**config.mk**
```make
export PLATFORM = sky130hd
export DESIGN_NAME = censor_word_ctrl_flat
export DESIGN_NICKNAME = d
export VERILOG_FILES = /design/src/rtl/censor_word_ctrl_if.sv /design/src/rtl/censor_word_ctrl.sv /design/src/flat_wrapper.sv
export SDC_FILE = /design/constraint.sdc
export NUM_CORES = 1
export LEC_CHECK = 0
export CORE_MARGIN = 2
export CORE_UTILIZATION = 40
export CTS_CLUSTER_DIAMETER = 200
export DETAILED_ROUTE_END_ITERATION = 10
export PLACE_DENSITY = 0.65
export SLEW_MARGIN = 0
export SYNTH_ARGS = -nofsm -noshare
export SYNTH_HDL_FRONTEND = slang
export SYNTH_SLANG_ARGS = --single-unit
```
**constraint.sdc**
```tcl
create_clock -name clk -period 3.8 [get_ports clk]
set_input_delay 0.95 -clock clk [delete_from_list [all_inputs] [get_ports clk]]
set_output_delay 0.95 -clock clk [all_outputs]
set_load 0.01 [all_outputs]
```
**src/rtl/censor_word_ctrl_if.sv**
```systemverilog
// Bundled character stream, hash unit, blacklist lookup and status signals for censor_word_ctrl.
// slave is the controller's view; master is the surrounding environment's view.
interface censor_word_ctrl_if;
  logic [7:0]  in_data;
  logic        in_valid;
  logic        in_ready;
  logic [7:0]  hash_letter;
  logic        hash_is_alpha;
  logic [9:0]  hash_value;
  logic        hash_done;
  logic        lut_req;
  logic [9:0]  lut_addr;
  logic        lut_hit;
  logic [7:0]  out_data;
  logic        out_valid;
  logic        out_ready;
  logic        busy;
  logic [15:0] censored_cnt;

  modport slave (
    input  in_data, in_valid, hash_value, hash_done, lut_hit, out_ready,
    output in_ready, hash_letter, hash_is_alpha, lut_req, lut_addr,
           out_data, out_valid, busy, censored_cnt
  );

  modport master (
    output in_data, in_valid, hash_value, hash_done, lut_hit, out_ready,
    input  in_ready, hash_letter, hash_is_alpha, lut_req, lut_addr,
           out_data, out_valid, busy, censored_cnt
  );
endinterface

```
**src/rtl/censor_word_ctrl.sv**
```systemverilog
// Buffers each word, hashes it, looks it up in a blacklist and re-emits it starred or verbatim.
// First char out 4 cycles after the delimiter; input stalls while a word drains, output holds under out_ready=0.
module censor_word_ctrl #(
  parameter int         MAX_LEN = 16,
  parameter logic [7:0] STAR    = 8'h2A
) (
  input logic          clk,
  input logic          nrst,
  censor_word_ctrl_if.slave bus
);

  localparam int LW = $clog2(MAX_LEN + 1);
  localparam int AW = $clog2(MAX_LEN);

  localparam logic [2:0] COLLECT     = 3'd0;
  localparam logic [2:0] PASS        = 3'd1;
  localparam logic [2:0] FLUSH       = 3'd2;
  localparam logic [2:0] LOOKUP      = 3'd3;
  localparam logic [2:0] LOOKUP_WAIT = 3'd4;
  localparam logic [2:0] EMIT        = 3'd5;
  localparam logic [2:0] EMIT_DELIM  = 3'd6;

  logic [2:0]    state;
  logic [LW-1:0] len;
  logic [LW-1:0] idx;
  logic [LW-1:0] idx_nxt;
  logic          censor;
  logic          ovf;
  logic          run;
  logic [9:0]    hreg;
  logic [7:0]    delim;
  logic [15:0]   cnt;
  logic [7:0]    wbuf [MAX_LEN];

  logic          alpha;
  logic          full;
  logic          rdy;
  logic          ov;
  logic [7:0]    od;
  logic          take;
  logic          in_fire;
  logic          out_fire;

  always_comb begin
    alpha   = ((bus.in_data >= 8'h41) && (bus.in_data <= 8'h5A)) ||
              ((bus.in_data >= 8'h61) && (bus.in_data <= 8'h7A));
    full    = (len == LW'(MAX_LEN));
    idx_nxt = idx + LW'(1);
  end

  // run stays low until the first edge after reset release, so in_ready cannot rise during reset
  always_comb begin
    rdy = 1'b0;
    case (state)
      COLLECT: rdy = run && !(full && alpha);
      PASS:    rdy = alpha ? bus.out_ready : 1'b1;
      default: rdy = 1'b0;
    endcase
  end

  always_comb begin
    ov = 1'b0;
    od = 8'h00;
    case (state)
      EMIT: begin
        ov = 1'b1;
        od = censor ? STAR : wbuf[idx[AW-1:0]];
      end
      EMIT_DELIM: begin
        ov = 1'b1;
        od = delim;
      end
      PASS: begin
        if (bus.in_valid && alpha) begin
          ov = 1'b1;
          od = bus.in_data;
        end
      end
      default: begin
        ov = 1'b0;
        od = 8'h00;
      end
    endcase
  end

  always_comb begin
    in_fire  = bus.in_valid && rdy;
    take     = (state == COLLECT) && in_fire && alpha;
    out_fire = ov && bus.out_ready;
  end

  assign bus.in_ready      = rdy;
  assign bus.out_valid     = ov;
  assign bus.out_data      = od;
  assign bus.hash_is_alpha = take;
  assign bus.hash_letter   = take ? bus.in_data : 8'h00;
  assign bus.lut_req       = (state == LOOKUP);
  assign bus.lut_addr      = hreg;
  assign bus.busy          = (state != COLLECT);
  assign bus.censored_cnt  = cnt;

  // Character storage carries no reset: len gates every read, so stale contents never reach the output.
  always_ff @(posedge clk) begin
    if (take) begin
      wbuf[len[AW-1:0]] <= bus.in_data;
    end
  end

  always_ff @(posedge clk or negedge nrst) begin
    if (!nrst) begin
      run <= 1'b0;
    end else begin
      run <= 1'b1;
    end
  end

  always_ff @(posedge clk or negedge nrst) begin
    if (!nrst) begin
      state  <= COLLECT;
      len    <= '0;
      idx    <= '0;
      censor <= 1'b0;
      ovf    <= 1'b0;
      hreg   <= '0;
      delim  <= '0;
      cnt    <= '0;
    end else begin
      case (state)
        COLLECT: begin
          if (in_fire) begin
            if (alpha) begin
              len <= len + LW'(1);
            end else begin
              delim <= bus.in_data;
              state <= (len != '0) ? FLUSH : EMIT_DELIM;
            end
          end else if (bus.in_valid && alpha && full) begin
            // Over-long word: replay it verbatim, then stream the rest of it through PASS.
            ovf    <= 1'b1;
            censor <= 1'b0;
            idx    <= '0;
            state  <= EMIT;
          end
        end
        PASS: begin
          if (in_fire && !alpha) begin
            delim <= bus.in_data;
            state <= EMIT_DELIM;
          end
        end
        FLUSH: begin
          if (bus.hash_done) begin
            hreg  <= bus.hash_value;
            state <= LOOKUP;
          end
        end
        LOOKUP: begin
          state <= LOOKUP_WAIT;
        end
        LOOKUP_WAIT: begin
          censor <= bus.lut_hit;
          if (bus.lut_hit && (cnt != 16'hFFFF)) begin
            cnt <= cnt + 16'd1;
          end
          idx   <= '0;
          state <= EMIT;
        end
        EMIT: begin
          if (out_fire) begin
            if (idx_nxt == len) begin
              len   <= '0;
              idx   <= '0;
              ovf   <= 1'b0;
              state <= ovf ? PASS : EMIT_DELIM;
            end else begin
              idx <= idx_nxt;
            end
          end
        end
        EMIT_DELIM: begin
          if (bus.out_ready) begin
            state <= COLLECT;
          end
        end
        default: begin
          state <= COLLECT;
        end
      endcase
    end
  end

endmodule

```
**src/flat_wrapper.sv**
```systemverilog
// flat-port wrapper written by rule: the top's interface ports become plain ports
module censor_word_ctrl_flat 
#(
  parameter int         MAX_LEN = 16,
  parameter logic [7:0] STAR    = 8'h2A
)
  (clk, nrst, bus_in_data, bus_in_valid, bus_hash_value, bus_hash_done, bus_lut_hit, bus_out_ready, bus_in_ready, bus_hash_letter, bus_hash_is_alpha, bus_lut_req, bus_lut_addr, bus_out_data, bus_out_valid, bus_busy, bus_censored_cnt);
  censor_word_ctrl_if bus_i ();
  input logic clk;
  input logic nrst;
  input wire logic [$bits(bus_i.in_data)-1:0] bus_in_data;
  input wire logic [$bits(bus_i.in_valid)-1:0] bus_in_valid;
  input wire logic [$bits(bus_i.hash_value)-1:0] bus_hash_value;
  input wire logic [$bits(bus_i.hash_done)-1:0] bus_hash_done;
  input wire logic [$bits(bus_i.lut_hit)-1:0] bus_lut_hit;
  input wire logic [$bits(bus_i.out_ready)-1:0] bus_out_ready;
  output wire logic [$bits(bus_i.in_ready)-1:0] bus_in_ready;
  output wire logic [$bits(bus_i.hash_letter)-1:0] bus_hash_letter;
  output wire logic [$bits(bus_i.hash_is_alpha)-1:0] bus_hash_is_alpha;
  output wire logic [$bits(bus_i.lut_req)-1:0] bus_lut_req;
  output wire logic [$bits(bus_i.lut_addr)-1:0] bus_lut_addr;
  output wire logic [$bits(bus_i.out_data)-1:0] bus_out_data;
  output wire logic [$bits(bus_i.out_valid)-1:0] bus_out_valid;
  output wire logic [$bits(bus_i.busy)-1:0] bus_busy;
  output wire logic [$bits(bus_i.censored_cnt)-1:0] bus_censored_cnt;
  assign bus_i.in_data = bus_in_data;
  assign bus_i.in_valid = bus_in_valid;
  assign bus_i.hash_value = bus_hash_value;
  assign bus_i.hash_done = bus_hash_done;
  assign bus_i.lut_hit = bus_lut_hit;
  assign bus_i.out_ready = bus_out_ready;
  assign bus_in_ready = bus_i.in_ready;
  assign bus_hash_letter = bus_i.hash_letter;
  assign bus_hash_is_alpha = bus_i.hash_is_alpha;
  assign bus_lut_req = bus_i.lut_req;
  assign bus_lut_addr = bus_i.lut_addr;
  assign bus_out_data = bus_i.out_data;
  assign bus_out_valid = bus_i.out_valid;
  assign bus_busy = bus_i.busy;
  assign bus_censored_cnt = bus_i.censored_cnt;
  censor_word_ctrl #(.MAX_LEN(MAX_LEN), .STAR(STAR)) u_core (.clk(clk), .nrst(nrst), .bus(bus_i));
endmodule
```
## After elaboration in Yosys (flattened, before gate mapping)

Memory sizes are Yosys's and may differ from the RTL's.
Index checks and enable logic that the tools add are counted.

| cells by class | value |
|---|---|
| add/sub/neg operators | 3 |
| $lt $le $gt $ge | 4 |
| eq/ne operators | 21 |
| mux-type cells | 43 |
| reductions and logical operators | 31 |

Operator list:

| operator | count |
|---|---|
| $mux W8 | 6 |
| $mux W5 | 8 |
| $mux W3 | 10 |
| $pmux W8 S3 | 1 |
| $pmux W3 S7 | 1 |
| $add A16 B1 Y16 const B | 1 |
| $ge A8 B7 Y1 const B | 2 |
| $le A8 B7 Y1 const B | 2 |
| $ne A16 B16 Y1 const B | 1 |
| $pmux W8 S2 | 1 |
| $pmux W5 S3 | 1 |
| $logic_and A1 B1 Y1 | 12 |
| $add A5 B1 Y5 const B | 2 |
| $mux W1 | 10 |
| $ne A2 B1 Y1 const B | 5 |
| $ne A2 B2 Y1 const B | 5 |
| $pmux W5 S2 | 1 |
| $reduce_and A5 Y1 | 2 |
| $eq A3 B3 Y1 const B | 3 |
| $pmux W1 S2 | 4 |
| $reduce_and A4 Y1 | 2 |
| $reduce_and A7 Y1 | 1 |
| $eq A3 B2 Y1 const B | 2 |
| $reduce_bool A2 Y1 | 3 |
| other kinds (13) | 16 |

| storage, ports and cells | value |
|---|---|
| register bits after elaboration | 50 |
| bits in writable memories | 128 |
| input bits | 24 |
| word-level logic and storage cells | 112 |
| memories kept | 1 |

Memory list:

| name | words | width | rd ports | clocked after memory_dff | write ports | line | RTL |
|---|---|---|---|---|---|---|---|
| u_core.wbuf | 16 | 8 | 1 | 0 | 1 | censor_word_ctrl.sv:33 | `logic [7:0] wbuf [MAX_LEN];` |

## Logic depth before layout (Yosys ltp)

Gate-level depths: netlist (run 1).

| depth | value |
|---|---|
| depth in word-level cells | 12 |
| depth in mapped cells | 8 |

## Least setup slack after synthesis (run 1)

Ideal clock, no wire load.

| timing path | value |
|---|---|
| path kind | in2out |
| start | in bus_in_data[3] |
| end | out bus_hash_letter[0] |
| arrival time | 2.749 ns |
| required time | 2.850 ns |
| slack | 0.101 ns |
| stages on the path | 6 |
| cell sequence | or4_4 o22a_1 a31o_2 a2111oi_4 buf_4 and2_1 |

| on the way | value |
|---|---|
| cells in the longest elaborated chain, start to end | 11 |

RTL lines:

| what | line | RTL |
|---|---|---|
| from (decl) | flat_wrapper.sv:11 | `input wire logic [$bits(bus_i.in_data)-1:0] bus_in_data;` |
| $ge A8 B7 Y1, or another cell as far along | censor_word_ctrl.sv:45 | `alpha = ((bus.in_data >= 8'h41) && (bus.in_data <= 8'h5A)) \|\|` |
| $logic_and A1 B1 Y1 (on tied branches) | censor_word_ctrl.sv:45, censor_word_ctrl.sv:46 |  |
| $logic_or A1 B1 Y1 * | censor_word_ctrl.sv:45 |  |
| $logic_and A1 B1 Y1 | censor_word_ctrl.sv:55 | `COLLECT: rdy = run && !(full && alpha);` |
| $logic_not A1 Y1 | censor_word_ctrl.sv:55 |  |
| $logic_and A1 B1 Y1 | censor_word_ctrl.sv:55 |  |
| $pmux W1 S2 | censor_word_ctrl.sv:54 | `case (state)` |
| $logic_and A1 B1 Y1 | censor_word_ctrl.sv:87 | `in_fire = bus.in_valid && rdy;` |
| $logic_and A1 B1 Y1 | censor_word_ctrl.sv:88 | `take = (state == COLLECT) && in_fire && alpha;` |
| $logic_and A1 B1 Y1 * | censor_word_ctrl.sv:88 |  |
| net bus_hash_is_alpha | flat_wrapper.sv:19 | `output wire logic [$bits(bus_i.hash_is_alpha)-1:0] bus_hash_is_alpha;` |
| $mux W8 * | censor_word_ctrl.sv:96 | `assign bus.hash_letter = take ? bus.in_data : 8'h00;` |
| to (decl) | flat_wrapper.sv:18 | `output wire logic [$bits(bus_i.hash_letter)-1:0] bus_hash_letter;` |

The timed path passes the listed nets; every way through them passes the cells marked *.

## Final worst setup path (run 1)

| timing path | value |
|---|---|
| start | in bus_in_data[1] |
| end | out bus_hash_letter[2] |

| on the way | value |
|---|---|
| cells in the longest elaborated chain, start to end | 11 |

RTL lines:

| what | line |
|---|---|
| $ge A8 B7 Y1, or another cell as far along | censor_word_ctrl.sv:45 |
| $logic_and A1 B1 Y1 (on tied branches) | censor_word_ctrl.sv:45, censor_word_ctrl.sv:46 |
| $logic_or A1 B1 Y1 * | censor_word_ctrl.sv:45 |
| $logic_and A1 B1 Y1 | censor_word_ctrl.sv:55 |
| $logic_not A1 Y1 | censor_word_ctrl.sv:55 |
| $logic_and A1 B1 Y1 | censor_word_ctrl.sv:55 |
| $pmux W1 S2 | censor_word_ctrl.sv:54 |
| $logic_and A1 B1 Y1 | censor_word_ctrl.sv:87 |
| $logic_and A1 B1 Y1 | censor_word_ctrl.sv:88 |
| $logic_and A1 B1 Y1 * | censor_word_ctrl.sv:88 |
| $mux W8 * | censor_word_ctrl.sv:96 |

Every way passes the cells marked *; elsewhere a longest branch is shown, timed or not.

==> results_dict.tcl, run 1 <==
set metrics [dict create \
    status "finished, violations left" \
    violations "negative setup slack" \
    postRouteAntennaNets 0 \
    setup_violations 6 \
    ys_seq_elements 178 \
    rsz0062_at_grt "true" \
    p_comb_share_pct 30.9 \
    synth_edf_count 128 \
    area_delta_synth_final_pct 28.1 \
    grt_max_degree 36 \
    clock_latency_ns 0.43 \
    synth_common_cells "128 x edfxtp_1, 50 x dfrtp_1, 40 x mux4_2" \
    track_usage_pct 18.6 \
    die_width_um 143 \
    finalHoldViolations 0 \
    min_period_ns 3.85 \
    crit_path_frequent_cell "buf_6" \
    grt_pass1_wl_um 28200 \
    cts_buffers 17 \
    hpwl_um 12500 \
    placed_area_um2 9160 \
    critical_path.n_buffers_inverters 5 \
    max_cap_violations 0 \
    drive_gt1_share_pct 32.5 \
    slew_violations 0 \
    holdBufCountCts 0 \
    switching_share_pct 30.1 \
    synth_ff_type "edfxtp_1" \
    critPathMaxFanout 5 \
    ys.warnings.count 0 \
    cp.required_ns 2.85 \
    crit_path_end_kind "output port" \
    max-clock-path-buffers 2 \
    seq_area_frac_synth_pct 65.6 \
    routedWlPerCell_um 20.9 \
    stdcell_area_um2 9950 \
    cpPeakStageDelay_ns 0.53 \
    tightest_slew_ns 0.631 \
    synth_top_area_share_pct 49.5 \
    syn_avg_cell_area_um2 16.2 \
    fin_hold_ws_ns 0.499 \
    pin_count 71 \
    start_util_pct 41.1 \
    syn_inst 480 \
    cts_root_buf "clkbuf_16" \
    antennaDiodeCount 0 \
    vias 4918 \
    setup_slack_ns -0.0520 \
    via_per_inst 5.52 \
    port_buffers 69 \
    drtIter0Drc 476 \
    crit_chain "buf_6 > or4_4 > buf_6 > o22ai_4 > o311ai_4 > a2111oi_4 > buf_4 > buf_6 > and2_4 > buf_6" \
    path_class "in2out" \
    ys_types 62 \
    net-switching-power_mw 1.82 \
    pwr-share-clk_pct 30.0 \
    fmax_mhz 260 \
    placementRows 50 \
    startpoint_type "input port" \
    min_path_type "reg2reg" \
    power_density_nw_per_um2 608 \
    synth_nets 510 \
    vdd_drop_max_mv 0.365 \
    netlist_area_um2 7760 \
    first_pass_iters 5 \
    internal-power_mw 4.23 \
    final_nets 648 \
    power_mw 6.05 \
    cts_sinks 178 \
    final_util_pct 52.7 \
    fin_crit_sh_pct 101 \
    grt_overflow_total 0 \
    synthArstFlopShare_pct 28.1 \
    htree_num_levels 4 \
    clk_pin_slew_ns 0.07 \
    crit_slowest_cell "or4_4" \
    p_leak_nw 3.62 \
    drt-total-wl_um 18600 \
    synth.most_common_cell "edfxtp_1" \
    cts_tree "built" \
    path_delay_family "simple AND/OR/NAND/NOR gates" \
    critPathArrivalTime_ns 2.90 \
    die_y_um 143 \
    relSlewSlack_pct 57.9 \
    yosysTopAreaCell "edfxtp_1" \
    antenna_found_initial 1 \
    finClkSkew_ns 0.0122 \
    grt_pass1_vias 4868 \
    gp_congestion 0.895 \
    seq_power_share_pct 39.2 \
    drc 0 \
    core_area_um2 18900 \
    die-area_um2 20500 \
    synth_top_cells_by_area "edfxtp_1 50%, dfrtp_1 16%, mux4_2 12%, mux2_2 2.9%, xnor2_1 1.8%" \
]
## state kept, by name, summed over array words and instances (netlist names)
| signal | cells |
|---|---|
| u_core.bus.censored_cnt | 16 |
| u_core.bus.lut_addr | 10 |
| u_core.censor | 1 |
| u_core.delim | 8 |
| u_core.idx | 5 |
| u_core.len | 5 |
| u_core.ovf | 1 |
| u_core.run | 1 |
| u_core.state | 3 |
| u_core.wbuf | 128 |
## per-layer routing
layer | track usage (%) | vias to the layer above | wire, µm | part of all wire (%)
met5 | 0 | - | 13 | 0.070
met4 | 7.02 | 2 | 420 | 2.3
met3 | 4.37 | 32 | 1260 | 6.8
met2 | 29.5 | 207 | 9060 | 49
met1 | 25.3 | 2520 | 7830 | 42
li1 | - | 2157 | - | -
## layout make-up
type	count	area, µm²
Clock buffer	17	425
Clock inverter	15	193
Fill cell	1539	8940
Inverter	13	48.8
Multi-Input combinational cell	268	2590
Sequential cell	178	5100
Tap cell	260	325
Timing Repair Buffer	140	1270
## timing repair
item / CTS / global route
setup endpoints to repair: 18 / 16
resized for setup: 91 / 19
gates cloned: 1 / 0
buffers inserted: 10 / 2
pin swaps: 7 / 1
## per-stage QoR
step	std cells	worst slack [ns]	setup TNS [ns]
final	891	-0.0520	-0.287
after detailed placement	847	-1.19	-41.94
after floorplan	480	0.101	0
after global placement	847	-1.12	-36.43
after global routing	891	-0.130	-0.784
after CTS	889	-0.0569	-0.344
## cells in the final DEF, fill, tap and decap left out, types with 5 or more instances in the layout
cell and count:
clkbuf_16 17, nor2_1 24, clkdlybuf4s50_1 45, edfxtp_1 128, o21ai_0 11, nand2_1 26, mux2_2 20, and2_4 6
dfrtp_1 49, and3_1 6, ha_1 6, buf_2 5, mux4_2 40, a21oi_1 5, nor3_1 9, nand4_1 6
inv_1 13, nand3_1 11, nand2b_1 7, buf_6 13, xnor2_1 16, buf_4 62
## final timing paths
kind | from | endpoint | slack, ns | cells after the start
min reg2reg | u_core.bus.censored_cnt[13] | u_core.bus.censored_cnt[13] | 0.50 | 1
max in group asynchronous | nrst | u_core.bus.lut_addr[4] | 2.49 | 2
max | bus_in_data[1] | bus_hash_letter[2] | -0.05 | 10
max reg2reg | u_core.state[0] | u_core.wbuf[4][7] | 0.79 | 11
min | u_core.bus.censored_cnt[13] | u_core.bus.censored_cnt[13] | 0.50 | 1
min in group asynchronous | nrst | u_core.bus.censored_cnt[13] | 0.53 | 1
## power groups by stage
stage / clock, mW / sequential (mW) / combinational (mW)
6_report: 1.81 / 2.37 / 1.87
5_1_grt: 1.90 / 2.39 / 2.01
2_1_floorplan: 0 / 2.40 / 1.03
3_3_place_gp: 0 / 2.40 / 1.75
4_1_cts: 1.83 / 2.38 / 1.84
3_5_place_dp: 0 / 2.41 / 1.79
## kinds of logic after synthesis
kind of cell / share of synthesized area [%]
other: 0.0967
AND/OR/NAND/NOR: 7.33
XOR/XNOR: 2.26
multiplexers: 15.0
buffers and inverters: 1.93
adder cells (fa/ha/maj): 0.967
AO/OA/AOI/OAI: 6.85
flip-flops: 65.6
No activity file was read; power rests on OpenSTA's default activity.
==> run 2, diff against run 1 <==
- TNS_END_PERCENT: unset -> 50
==> run 2 against run 1 <==
Effect of this change:
- the flow still finishes with violations (negative setup slack)
- wire length fell by 2.0%
- via count fell by 1.8%
- global-route usage fell by 0.27 points
- first-iteration DRC count fell by 1.5%
- sequential share of layout area rose by 0.41 points
- sequential power barely moved
- clock skew fell by 0.0039 ns
==> results_dict.tcl, run 2 (synthesized netlist as in run 1, its figures left out) <==
set metrics [dict create \
    slew_violations 0 \
    die-area_um2 20500 \
    max-clock-path-buffers 2 \
    track_usage_pct 18.4 \
    final_util_pct 52.2 \
    grt_pass1_wl_um 27800 \
    final_common_cell "edfxtp_1" \
    pwr-share-clk_pct 30.4 \
    setup_slack_ns -0.0460 \
    layout_common_cells "128 x edfxtp_1, 58 x buf_4, 49 x dfrtp_1" \
    fillCellCount 1546 \
    status "finished, violations left" \
    busiest_layer "met2" \
    net-switching-power_mw 1.79 \
    first_pass_iters 5 \
    met2_usage_pct 29.1 \
    cts_root_buf "clkbuf_16" \
    largest_reg_flops 128 \
    routedWlPerCell_um 20.6 \
    layout.cells.non_filler 884 \
    seq_power_share_pct 39.8 \
    place_ws_ns -1.19 \
    clock_latency_ns 0.43 \
    ff2ff_path_depth 11 \
    grt_pass1_vias 4835 \
    tightest_slew_ns 0.637 \
    grt.met3_usage_pct 4.17 \
    final_nets 641 \
    switching_share_pct 30.0 \
    clk_pin_slew_ns 0.07 \
    violations "negative setup slack" \
    setup_tns_ns -0.257 \
    fin_hold_ws_ns 0.499 \
    die_width_um 143 \
    vdd_drop_max_mv 0.361 \
    critPathArrivalTime_ns 2.90 \
    rsz0062_at_grt "true" \
    placementRows 50 \
    placed_area_um2 9160 \
    max_cap_violations 0 \
    setup_violations 6 \
    min_path_type "reg2reg" \
    cts_sinks 178 \
    drive_gt1_share_pct 31.4 \
    power_mw 5.96 \
    fmax_mhz 260 \
    cts_buffers 17 \
    antenna_found_initial 1 \
    relSlewSlack_pct 57.6 \
    fin_crit_sh_pct 101 \
    grt_max_degree 36 \
    crit_path_end_kind "output port" \
    finClkSkew_ns 0.00834 \
    internal-power_mw 4.17 \
    pin_count 71 \
    die_y_um 143 \
    drt-total-wl_um 18200 \
    grt_overflow_total 0 \
    dp_cells 847 \
    p_comb_share_pct 29.8 \
    stdcell_area_um2 9870 \
    startpoint_type "input port" \
    finalHoldViolations 0 \
    antennaDiodeCount 0 \
    via_per_inst 5.46 \
    htree_num_levels 4 \
    cts_tree "built" \
    min_period_ns 3.85 \
    postRouteAntennaNets 0 \
    drc 0 \
    cp.required_ns 2.85 \
    gp_congestion 0.895 \
    port_buffers 69 \
    power_density_nw_per_um2 604 \
    start_util_pct 41.1 \
    critPathMaxFanout 5 \
    p_leak_nw 3.57 \
    hpwl_um 12500 \
    area_delta_synth_final_pct 27.1 \
    vias 4830 \
    path_class "in2out" \
    hold-path-cell-count 1 \
    core_area_um2 18900 \
    drtIter0Drc 469 \
    holdBufCountCts 0 \
    reg2reg_slack_ns 0.80 \
    grt_use_met1_pct 25.0 \
]
==> run 2: what timing repair did <==
item                                    in CTS  in global routing
buffers inserted                             6                  0
endpoints found under the setup margin      18                 16
gates resized for setup                     88                 18
gates cloned                                 0                  0
pin swaps                                    7                  2
==> run 2: final timing paths <==
check	start	end
worst max-delay path	bus_in_data[1]	bus_hash_letter[2]
worst min-delay path	u_core.bus.censored_cnt[13]	u_core.bus.censored_cnt[13]
worst max register to register	u_core.state[0]	u_core.wbuf[4][7]
worst min register to register	u_core.bus.censored_cnt[13]	u_core.bus.censored_cnt[13]
max in group asynchronous	nrst	u_core.bus.lut_addr[4]
min in group asynchronous	nrst	u_core.bus.censored_cnt[13]
==> run 2: layout make-up <==
type | instances | area (µm²) | area share [%]
Clock buffer | 17 | 425 | 4.31
Clock inverter | 15 | 193 | 1.95
Inverter | 13 | 48.8 | 0.494
Multi-Input combinational cell | 268 | 2590 | 26.3
Sequential cell | 178 | 5100 | 51.6
Tap cell | 260 | 325 | 3.30
Timing Repair Buffer | 133 | 1190 | 12.1
==> run 2: per-layer routing <==
metal  share of wire (%)  routed length, µm
met1                  43               7910
met2                  48               8780
met3                 5.9               1070
met4                 2.5                451
met5               0.071                 13
==> run 2: power groups by stage <==
stage	combinational (mW)	sequential, mW	clock (mW)
after floorplan	1.03	2.40	0
after global placement	1.75	2.40	0
after detailed placement	1.79	2.41	0
after CTS	1.78	2.37	1.83
after global routing	1.92	2.39	1.90
final	1.78	2.37	1.81
==> run 2: worst max-delay path, stage by stage <==
cell and delay [ns]:
buf_6 0.09, or4_4 0.53, buf_6 0.13, o22ai_4 0.14, o311ai_4 0.12, a2111oi_4 0.39
buf_4 0.19, buf_6 0.11, and2_4 0.13, buf_6 0.09
